<file path="config.mk">
export PLATFORM = sky130hd
export DESIGN_NAME = axim_wr_ctrl
export DESIGN_NICKNAME = d
export VERILOG_FILES = /design/src/rtl/axim_pkg.sv /design/src/rtl/axim_burst_calc.sv /design/src/rtl/axim_wr_ctrl.sv
export SDC_FILE = /design/constraint.sdc
export NUM_CORES = 1
export LEC_CHECK = 0
export BUFFER_PORTS_ARGS = -buffer_cell sky130_fd_sc_hd__buf_2
export CORE_MARGIN = 2
export CORE_UTILIZATION = 59
export CTS_BUF_LIST = sky130_fd_sc_hd__clkbuf_8
export CTS_CLUSTER_SIZE = 25
export DETAILED_ROUTE_END_ITERATION = 16
export PLACE_DENSITY = 0.93
export SYNTH_ARGS = -nofsm -noshare
export SYNTH_HDL_FRONTEND = slang
export SYNTH_SLANG_ARGS = --single-unit
</file>
<file path="constraint.sdc">
create_clock -name clk -period 10.8 [get_ports clk]
set_input_delay 3.24 -clock clk [delete_from_list [all_inputs] [get_ports clk]]
set_output_delay 3.24 -clock clk [all_outputs]
set_load 0.05 [all_outputs]
</file>
<file path="src/rtl/axim_pkg.sv">
// Shared types and AXI encodings for the AXI4 write-master controller.
package axim_pkg;

    // Write-controller FSM states
    typedef enum logic [2:0] {
        StIdle,
        StAw,
        StW,
        StB,
        StDone
    } wr_state_e;

    localparam logic [1:0]  AXI_BURST_INCR = 2'b01;
    localparam logic [2:0]  AXI_SIZE_4B    = 3'b010;
    localparam logic [1:0]  AXI_RESP_OKAY  = 2'b00;
    localparam int unsigned AXI_4K_BYTES   = 4096;

endpackage

</file>
<file path="src/rtl/axim_burst_calc.sv">
// Beat count for the next burst: min(remaining words, max burst, words left in the 4 KB page).
module axim_burst_calc
    import axim_pkg::*;
#(
    parameter int unsigned C_XFER_SIZE_WIDTH = 32,
    parameter int unsigned C_MAX_BURST_LEN   = 16
) (
    input  logic [9:0]                         i_word_off,
    input  logic [C_XFER_SIZE_WIDTH-1:0]       i_remaining,
    output logic [$clog2(C_MAX_BURST_LEN):0]   o_beats
);

    localparam int unsigned BeatW = $clog2(C_MAX_BURST_LEN) + 1;

    logic [10:0]                  w_words_to_4k;
    logic [C_XFER_SIZE_WIDTH-1:0] w_lim;

    // Word offset within the page is aligned, so this ranges 1..1024
    assign w_words_to_4k = 11'(AXI_4K_BYTES / 4) - {1'b0, i_word_off};

    // Take the smallest of the three limits
    always_comb begin
        w_lim = C_XFER_SIZE_WIDTH'(C_MAX_BURST_LEN);
        if (C_XFER_SIZE_WIDTH'(w_words_to_4k) < w_lim) begin
            w_lim = C_XFER_SIZE_WIDTH'(w_words_to_4k);
        end
        if (i_remaining < w_lim) begin
            w_lim = i_remaining;
        end
        o_beats = w_lim[BeatW-1:0];
    end

endmodule

</file>
<file path="src/rtl/axim_wr_ctrl.sv">
// AXI4 write master: splits a byte-count transfer into 4 KB-safe INCR bursts, one outstanding.
module axim_wr_ctrl
    import axim_pkg::*;
#(
    parameter int unsigned C_M_AXI_ADDR_WIDTH = 32,
    parameter int unsigned C_M_AXI_DATA_WIDTH = 32,
    parameter int unsigned C_XFER_SIZE_WIDTH  = 32,
    parameter int unsigned C_MAX_BURST_LEN    = 16
) (
    input  logic                              clk,
    input  logic                              rstn,

    input  logic                              ctrl_wstart_i,
    input  logic [C_M_AXI_ADDR_WIDTH-1:0]     ctrl_waddr_offset_i,
    input  logic [C_XFER_SIZE_WIDTH-1:0]      ctrl_wxfer_size_i,
    output logic                              ctrl_wdone_o,
    output logic                              ctrl_werr_o,

    input  logic [C_M_AXI_DATA_WIDTH-1:0]     wr_tdata_i,
    input  logic                              wr_tvalid_i,
    output logic                              wr_tready_o,

    output logic [C_M_AXI_ADDR_WIDTH-1:0]     m_axi_awaddr,
    output logic [7:0]                        m_axi_awlen,
    output logic [2:0]                        m_axi_awsize,
    output logic [1:0]                        m_axi_awburst,
    output logic                              m_axi_awvalid,
    input  logic                              m_axi_awready,

    output logic [C_M_AXI_DATA_WIDTH-1:0]     m_axi_wdata,
    output logic [C_M_AXI_DATA_WIDTH/8-1:0]   m_axi_wstrb,
    output logic                              m_axi_wlast,
    output logic                              m_axi_wvalid,
    input  logic                              m_axi_wready,

    input  logic [1:0]                        m_axi_bresp,
    input  logic                              m_axi_bvalid,
    output logic                              m_axi_bready
);

    localparam int unsigned BeatW = $clog2(C_MAX_BURST_LEN) + 1;
    localparam int unsigned StrbW = C_M_AXI_DATA_WIDTH / 8;

    wr_state_e                      r_state;
    logic [C_M_AXI_ADDR_WIDTH-1:0]  r_addr;
    logic [C_XFER_SIZE_WIDTH-1:0]   r_remaining;
    logic [1:0]                     r_tail;
    logic [BeatW-1:0]               r_beat_cnt;
    logic                           r_awvalid;
    logic                           r_bready;
    logic                           r_done;
    logic                           r_err;

    logic [BeatW-1:0]               w_beats;
    logic [BeatW-1:0]               w_beats_m1;
    logic [C_XFER_SIZE_WIDTH-1:0]   w_words;
    logic                           w_in_w;
    logic                           w_w_hs;
    logic                           w_xfer_last;
    logic [3:0]                     w_tail_mask;

    // Words in the transfer, rounding a partial trailing word up
    assign w_words = (ctrl_wxfer_size_i >> 2)
                   + C_XFER_SIZE_WIDTH'(|ctrl_wxfer_size_i[1:0]);

    axim_burst_calc #(
        .C_XFER_SIZE_WIDTH (C_XFER_SIZE_WIDTH),
        .C_MAX_BURST_LEN   (C_MAX_BURST_LEN)
    ) u_burst_calc (
        .i_word_off  (r_addr[11:2]),
        .i_remaining (r_remaining),
        .o_beats     (w_beats)
    );

    // Address and remaining count only change on a B handshake, so beats is stable per burst
    assign w_beats_m1    = w_beats - BeatW'(1);
    assign m_axi_awaddr  = r_addr;
    assign m_axi_awlen   = 8'(w_beats_m1);
    assign m_axi_awsize  = AXI_SIZE_4B;
    assign m_axi_awburst = AXI_BURST_INCR;
    assign m_axi_awvalid = r_awvalid;

    // Stream is passed straight through to the W channel while a burst is open
    assign w_in_w       = (r_state == StW);
    assign m_axi_wvalid = w_in_w & wr_tvalid_i;
    assign wr_tready_o  = w_in_w & m_axi_wready;
    assign m_axi_wdata  = wr_tdata_i;
    assign m_axi_wlast  = w_in_w && (r_beat_cnt == BeatW'(1));
    assign w_w_hs       = m_axi_wvalid & m_axi_wready;

    // Final beat of the whole transfer: last beat of the burst that drains the count
    assign w_xfer_last  = m_axi_wlast && (r_remaining == C_XFER_SIZE_WIDTH'(w_beats));
    assign w_tail_mask  = (4'b0001 << r_tail) - 4'b0001;
    assign m_axi_wstrb  = (w_xfer_last && (r_tail != 2'b00)) ? StrbW'(w_tail_mask) : '1;

    assign m_axi_bready = r_bready;
    assign ctrl_wdone_o = r_done;
    assign ctrl_werr_o  = r_err;

    // Transfer sequencing: IDLE -> (AW -> W -> B)* -> DONE -> IDLE
    always_ff @(posedge clk or posedge rstn) begin
        if (rstn) begin
            r_state     <= StIdle;
            r_addr      <= '0;
            r_remaining <= '0;
            r_tail      <= '0;
            r_beat_cnt  <= '0;
            r_awvalid   <= 1'b0;
            r_bready    <= 1'b0;
            r_done      <= 1'b0;
            r_err       <= 1'b0;
        end else begin
            unique case (r_state)
                StIdle: begin
                    if (ctrl_wstart_i) begin
                        r_err       <= 1'b0;
                        r_addr      <= ctrl_waddr_offset_i & ~C_M_AXI_ADDR_WIDTH'(3);
                        r_remaining <= w_words;
                        r_tail      <= ctrl_wxfer_size_i[1:0];
                        if (w_words != '0) begin
                            r_state   <= StAw;
                            r_awvalid <= 1'b1;
                        end else begin
                            r_state <= StDone;
                            r_done  <= 1'b1;
                        end
                    end
                end
                StAw: begin
                    if (m_axi_awready) begin
                        r_awvalid  <= 1'b0;
                        r_beat_cnt <= w_beats;
                        r_state    <= StW;
                    end
                end
                StW: begin
                    if (w_w_hs) begin
                        if (r_beat_cnt == BeatW'(1)) begin
                            r_state  <= StB;
                            r_bready <= 1'b1;
                        end else begin
                            r_beat_cnt <= r_beat_cnt - BeatW'(1);
                        end
                    end
                end
                StB: begin
                    if (m_axi_bvalid) begin
                        r_bready    <= 1'b0;
                        if (m_axi_bresp != AXI_RESP_OKAY) begin
                            r_err <= 1'b1;
                        end
                        r_addr      <= r_addr + C_M_AXI_ADDR_WIDTH'({w_beats, 2'b00});
                        r_remaining <= r_remaining - C_XFER_SIZE_WIDTH'(w_beats);
                        if (r_remaining == C_XFER_SIZE_WIDTH'(w_beats)) begin
                            r_state <= StDone;
                            r_done  <= 1'b1;
                        end else begin
                            r_state   <= StAw;
                            r_awvalid <= 1'b1;
                        end
                    end
                end
                StDone: begin
                    r_done  <= 1'b0;
                    r_state <= StIdle;
                end
                default: begin
                    r_state <= StIdle;
                end
            endcase
        end
    end

endmodule
</file>
### Word level (Yosys, flattened, before mapping)

Index checks and enable logic that the tools add are counted.

* RAM bits: 0
* register bits: 78
* logic and storage cells: 100
* memories kept: 0
* output and inout bits: 88
* bits of input ports: 105
* latch bits: 0
* ROM bits: 0

* $add $sub $neg: 7
* muxes and demuxes: 40
* reductions and logical operators: 21
* $mul: 0
* equality and inequality tests: 17
* bitwise operators: 3
* $lt $le $gt $ge: 2
* shift-type cells: 1
* div/mod/pow operators: 0

Operators by type and width (number)
* 32-bit two-way mux: 4
* 32-bit one-hot mux with 2 select lines: 2
* 32-bit by 7-bit adder with 32-bit output: 1
* 32-bit by 5-bit equality test with 1-bit output: 1
* 32-bit by 11-bit < comparator with 1-bit output: 1
* 32-bit nonzero test: 1
* 32-bit by 5-bit subtractor with 32-bit output: 1
* 30-bit by 1-bit adder with 31-bit output: 1
* 3-bit two-way mux: 7
* 5-bit two-way mux: 4
* 2-bit inequality test (second input constant): 9
* 1-bit two-way mux: 15
* 3-bit one-hot mux with 4 select lines: 1
* 4-bit AND reduction: 3
* 11-bit by 5-bit < comparator with 1-bit output (second input constant): 1
* 11-bit two-way mux: 1
* 11-bit by 10-bit subtractor with 11-bit output (first input constant): 1
* 5-bit one-hot mux with 2 select lines: 1
* 5-bit AND reduction: 2
* 2-bit nonzero test: 5
* 5-bit by 1-bit subtractor with 5-bit output (second input constant): 2
* 3-bit by 2-bit equality test with 1-bit output (second input constant): 2
* 1-bit one-hot mux with 3 select lines: 2
* 6-bit AND reduction: 1
* 15 further kinds: 22

### Longest topological paths before layout

* depth in word-level cells: 9
* mapped depth: 25
* gate-level depth less buffers: 23

### By module

A second synthesis with hierarchy kept.

* cells, all modules: 874
* area, all modules: 6725.2 sq um

Modules (own cells, without submodules)
* axim_wr_ctrl: area each 6224.7 sq um, seq. area each 1901.8 sq um, cells an instance 814, times used 1
* axim_burst_calc: area each 500.5 sq um, seq. area each 0.0 sq um, cells an instance 60, times used 1

### Worst setup path before layout

Ideal clock, no wire load.

* path kind: flip-flop to output port
* start point: register r_addr[3] (netlist: m_axi_awaddr[3])
* end point: output m_axi_wstrb[3]
* stages on the path, launching flop included: 21
* required time: 7560 ps
* arrival: 6143 ps
* path buffers: 3
* setup slack: 1417 ps
* path through: dfrtp_1 -> clkbuf_1 -> inv_1 -> ha_1 -> nor3b_4 -> mux2i_1 -> or3_1 -> clkbuf_1 -> ha_1 -> a21oi_1 -> nor2_1 -> o31ai_1 -> nand3_4 -> clkbuf_1 -> a31oi_1 -> inv_1 -> ha_1 -> nand3_1 -> a21oi_1 -> and2_1 -> o21ai_0

* cells in the longest elaborated chain, start to end: 9

RTL lines
* start, declared: RTL line axim_wr_ctrl.sv:45 `logic [C_M_AXI_ADDR_WIDTH-1:0] r_addr;`
* start signal, assigned: RTL line axim_wr_ctrl.sv:117 `r_addr <= ctrl_waddr_offset_i & ~C_M_AXI_ADDR_WIDTH'(3);`
* start signal, assigned: RTL line axim_wr_ctrl.sv:152 `r_addr <= r_addr + C_M_AXI_ADDR_WIDTH'({w_beats, 2'b00});`
* 11-bit by 10-bit subtractor with 11-bit output (*): RTL line axim_burst_calc.sv:19 `assign w_words_to_4k = 11'(AXI_4K_BYTES / 4) - {1'b0, i_word_off};`
* 11-bit by 5-bit < comparator with 1-bit output: RTL line axim_burst_calc.sv:24 `if (C_XFER_SIZE_WIDTH'(w_words_to_4k) < w_lim) begin`
* 11-bit two-way mux (*): RTL line axim_burst_calc.sv:24
* 32-bit by 11-bit < comparator with 1-bit output: RTL line axim_burst_calc.sv:27 `if (i_remaining < w_lim) begin`
* 5-bit two-way mux (*): RTL line axim_burst_calc.sv:27
* 32-bit by 5-bit equality test with 1-bit output (*): RTL line axim_wr_ctrl.sv:92 `assign w_xfer_last = m_axi_wlast && (r_remaining == C_XFER_SIZE_WIDTH'(w_beats));`
* 1-bit logical AND (*): RTL line axim_wr_ctrl.sv:92
* 1-bit logical AND (*): RTL line axim_wr_ctrl.sv:94 `assign m_axi_wstrb = (w_xfer_last && (r_tail != 2'b00)) ? StrbW'(w_tail_mask) : '1;`
* 4-bit two-way mux (*): RTL line axim_wr_ctrl.sv:94
* end, declared: RTL line axim_wr_ctrl.sv:31 `output logic [C_M_AXI_DATA_WIDTH/8-1:0] m_axi_wstrb,`

Mark *: on every way between the ends. The rest lies on a longest branch, timed or not.

### Final worst setup path

Ends and elaborated chain as after synthesis.

==> flow_metrics.py <==
metrics = {
    "cells_and_area": {
        "syn_to_final_growth_pct": 7.688,
        "fillers": 964,
        "utilization_pct": 65.41,
        "mostFrequentLayoutCells": "buf_2, nand2_1, dfrtp_1, nor2_1, a21oi_1",
        "drive_gt1_share_pct": 17.16,
        "diodes": 0,
        "final_common_cell": "buf_2",
        "nNetsFinal": 1072,
    },
    "sta": {
        "setup_viol": 0,
        "slew-limit-headroom_pct": 17.95,
        "worst_pin_slew_ps": 1228,
        "timing.fmax_mhz": 109.9,
        "finalCritPeriodShare_pct": 84.26,
        "rsz0062_at_grt": "no",
        "setup_tns_ps": 0,
        "period_minus_slack_ps": 9100,
        "hold_viol": 0,
        "finClkSkew_ps": 14.00,
        "drv_slew": 0,
    },
    "power_and_ir_drop": {
        "switching_power_w": 0.001057,
        "power.leakage_nw": 3.137,
        "intPower_w": 0.0008828,
        "ir_drop_v": 0.0002102,
        "p_clk_share_pct": 12.2,
        "power_density_mw_per_mm2": 258.6,
        "comb_power_share_pct": 56.3,
        "swShare_pct": 54.48,
        "seqPwrFrac_pct": 31.5,
    },
    "drt": {
        "drcViolationCount": 0,
        "dr.pass1.iters": 5,
        "post_drt_via_cell_ratio": 6.477,
        "drtIter0Drc": 791,
        "antenna_left": 0,
        "wl_per_cell_um": 17.19,
        "routed_wl_um": 18790,
        "via_count": 7079,
    },
    "placed_design": {
        "place.gp.congestion": 0.9449,
        "portBuffers": 115,
        "dpl.hpwl_um": 13140,
    },
    "clocking": {
        "clkTransAtPathRegs_ps": 80,
        "cts_buffer_depth": 2,
        "clk_root_buffer_cell": "clkbuf_8",
        "cts_sinks": 76,
        "cts_tree": "done",
        "insertion_delay_ps": 370,
        "cts.htree.levels": 3,
        "cts_hold_buf": 0,
        "ctsResizeCount": 0,
        "postCtsSetupBuffers": 0,
        "cts_buffers": 9,
    },
    "die": {
        "die-area_mm2": 0.01269,
        "fp.dieW_um": 112.7,
        "rows": 39,
        "core-area_mm2": 0.01147,
        "die_h_um": 112.7,
        "io_pins": 193,
        "initial_core_util_pct": 60.74,
    },
    "flow_run": {
        "cap_viol_max_count": 0,
    },
    "hold_path": {
        "hold_class": "flop to flop",
    },
    "synth": {
        "yosysWarnings": 0,
        "synth.avg_cell_area_um2": 7.783,
        "synth_edf_count": 0,
        "synthArstFlopShare_pct": 100.0,
        "yosysSeqAreaShare_pct": 27.30,
        "netlist_instances": 895,
        "synth_cell_types": 80,
        "synthFlopType": "dfrtp_1",
        "synth_area_mm2": 0.006965,
        "synth-seq-cells": 76,
    },
    "global_route": {
        "overflow": 0,
        "grt_pass1_vias": 6348,
        "grt_pass1_wl_um": 30620,
        "grt_max_degree": 77,
        "grt_usage_pct": 29.11,
        "antenna_found_initial": 0,
    },
    "run_status": {
        "run_status": "complete, no violations",
    },
    "critical_path": {
        "cp_max_fo": 16,
        "critical_path_arrival_ps": 5860,
        "critPathCaptureType": "output port",
        "start_kind": "flop",
        "critPathKind": "flop to output port",
        "required_ps": 7560,
    },
}
-- cells by family after synthesis --
logic type / after synthesis / synth area share, %
multiplexers: 10 / 1.635
AO/OA/AOI/OAI: 237 / 23.53
other: 2 / 0.1078
XOR/XNOR: 51 / 6.413
flip-flops: 76 / 27.30
AND/OR/NAND/NOR: 374 / 27.59
adder cells (fa/ha/maj): 25 / 4.437
buffers and inverters: 120 / 8.981
-- worst max-delay path, cell delays in order (launching register included) --
cell and delay (ps):
dfrtp_1 480, inv_1 110, ha_1 180, nor3b_4 280, mux2i_1 470, or3_1 310
ha_1 290, a21oi_1 130, nor2_1 50, o31ai_1 660, nand3_4 360, a31oi_1 580
inv_1 170, ha_1 340, nand3_1 70, a21oi_1 380, and2_1 280, o21ai_0 110
buf_2 220
-- metrics by stage --
step	area, um^2	hold WS (ps)	std cells	worst slack [ps]	power [W]
finish	7501	496.6	1093	1700	0.001939
global route	7501	515.4	1093	1221	0.002070
CTS	7501	495.9	1093	1748	0.001921
detailed placement	7295	477.2	1077	2197	0.001683
global placement	7295	469.4	1077	2243	0.001647
floorplan	7022	465.3	910	1417	0.001452
-- state kept, by name (all words and copies together) (netlist names) --
name           count
m_axi_awaddr      30
m_axi_bready       1
r_beat_cnt         5
ctrl_werr_o        1
m_axi_awvalid      1
r_remaining       32
ctrl_wdone_o       1
r_tail             2
r_state            3
-- layer usage --
metal,routed length [um],track usage [%]
met4,333,11.63
met5,0,0
met1,7882,40.56
met3,1921,6.317
met2,8655,44.19
-- power by group through the flow --
stage | registers [W] | clock network (W) | logic [W]
3_5_place_dp | 0.000607 | 0 | 0.00108
4_1_cts | 0.000603 | 0.000237 | 0.00108
6_report | 0.000612 | 0.000236 | 0.00109
2_1_floorplan | 0.000750 | 0 | 0.000702
3_3_place_gp | 0.000601 | 0 | 0.00105
5_1_grt | 0.000634 | 0.000250 | 0.00119
-- final cells by class --
class | count | area [um^2] | area share [%]
Timing Repair Buffer | 121 | 620.6 | 8.274
Clock buffer | 9 | 123.9 | 1.651
Tap cell | 143 | 178.9 | 2.385
Inverter | 23 | 86.33 | 1.151
Sequential cell | 76 | 1902 | 25.35
Clock inverter | 7 | 82.58 | 1.101
Multi-Input combinational cell | 714 | 4507 | 60.08
-- synthesized netlist by cell type (all sizes together), types with 5 or more instances --
| cell | count | area, um^2 |
|---|---|---|
| clkbuf | 49 | 185.2 |
| or3 | 16 | 100.1 |
| or2 | 6 | 37.54 |
| inv | 22 | 82.58 |
| o21ai | 40 | 200.2 |
| nor2 | 78 | 292.8 |
| buf | 48 | 354.1 |
| xnor2 | 23 | 201.4 |
| o211ai | 13 | 102.6 |
| nand2b | 7 | 43.79 |
| o31ai | 5 | 37.54 |
| and2 | 23 | 143.9 |
| nand4 | 13 | 81.33 |
| a21oi | 56 | 299.0 |
| xor2 | 28 | 245.2 |
| a311oi | 18 | 157.7 |
| nor4 | 13 | 87.58 |
| and3 | 28 | 175.2 |
| nand3 | 40 | 212.7 |
| or4 | 8 | 60.06 |
| nor3 | 46 | 240.2 |
| o22ai | 19 | 118.9 |
| a31oi | 15 | 100.1 |
| a211oi | 18 | 135.1 |
| nand2 | 79 | 296.5 |
| ha | 22 | 275.3 |
| dfrtp | 76 | 1902 |
| mux2i | 9 | 102.6 |
-- path summary, 6_finish.rpt --
path                                 start          endpoint  slack [ps]  cells past startpoint
min reg2reg                   m_axi_bready      m_axi_bready         500                      2
min in group asynchronous             rstn  m_axi_awaddr[19]        3170                      3
min                           m_axi_bready      m_axi_bready         500                      2
max in group asynchronous             rstn    r_remaining[4]        6990                      3
max reg2reg                m_axi_awaddr[3]  m_axi_awaddr[27]        4500                     21
max                        m_axi_awaddr[3]    m_axi_wstrb[3]        1700                     18
No activity file was read; power rests on OpenSTA's default activity.
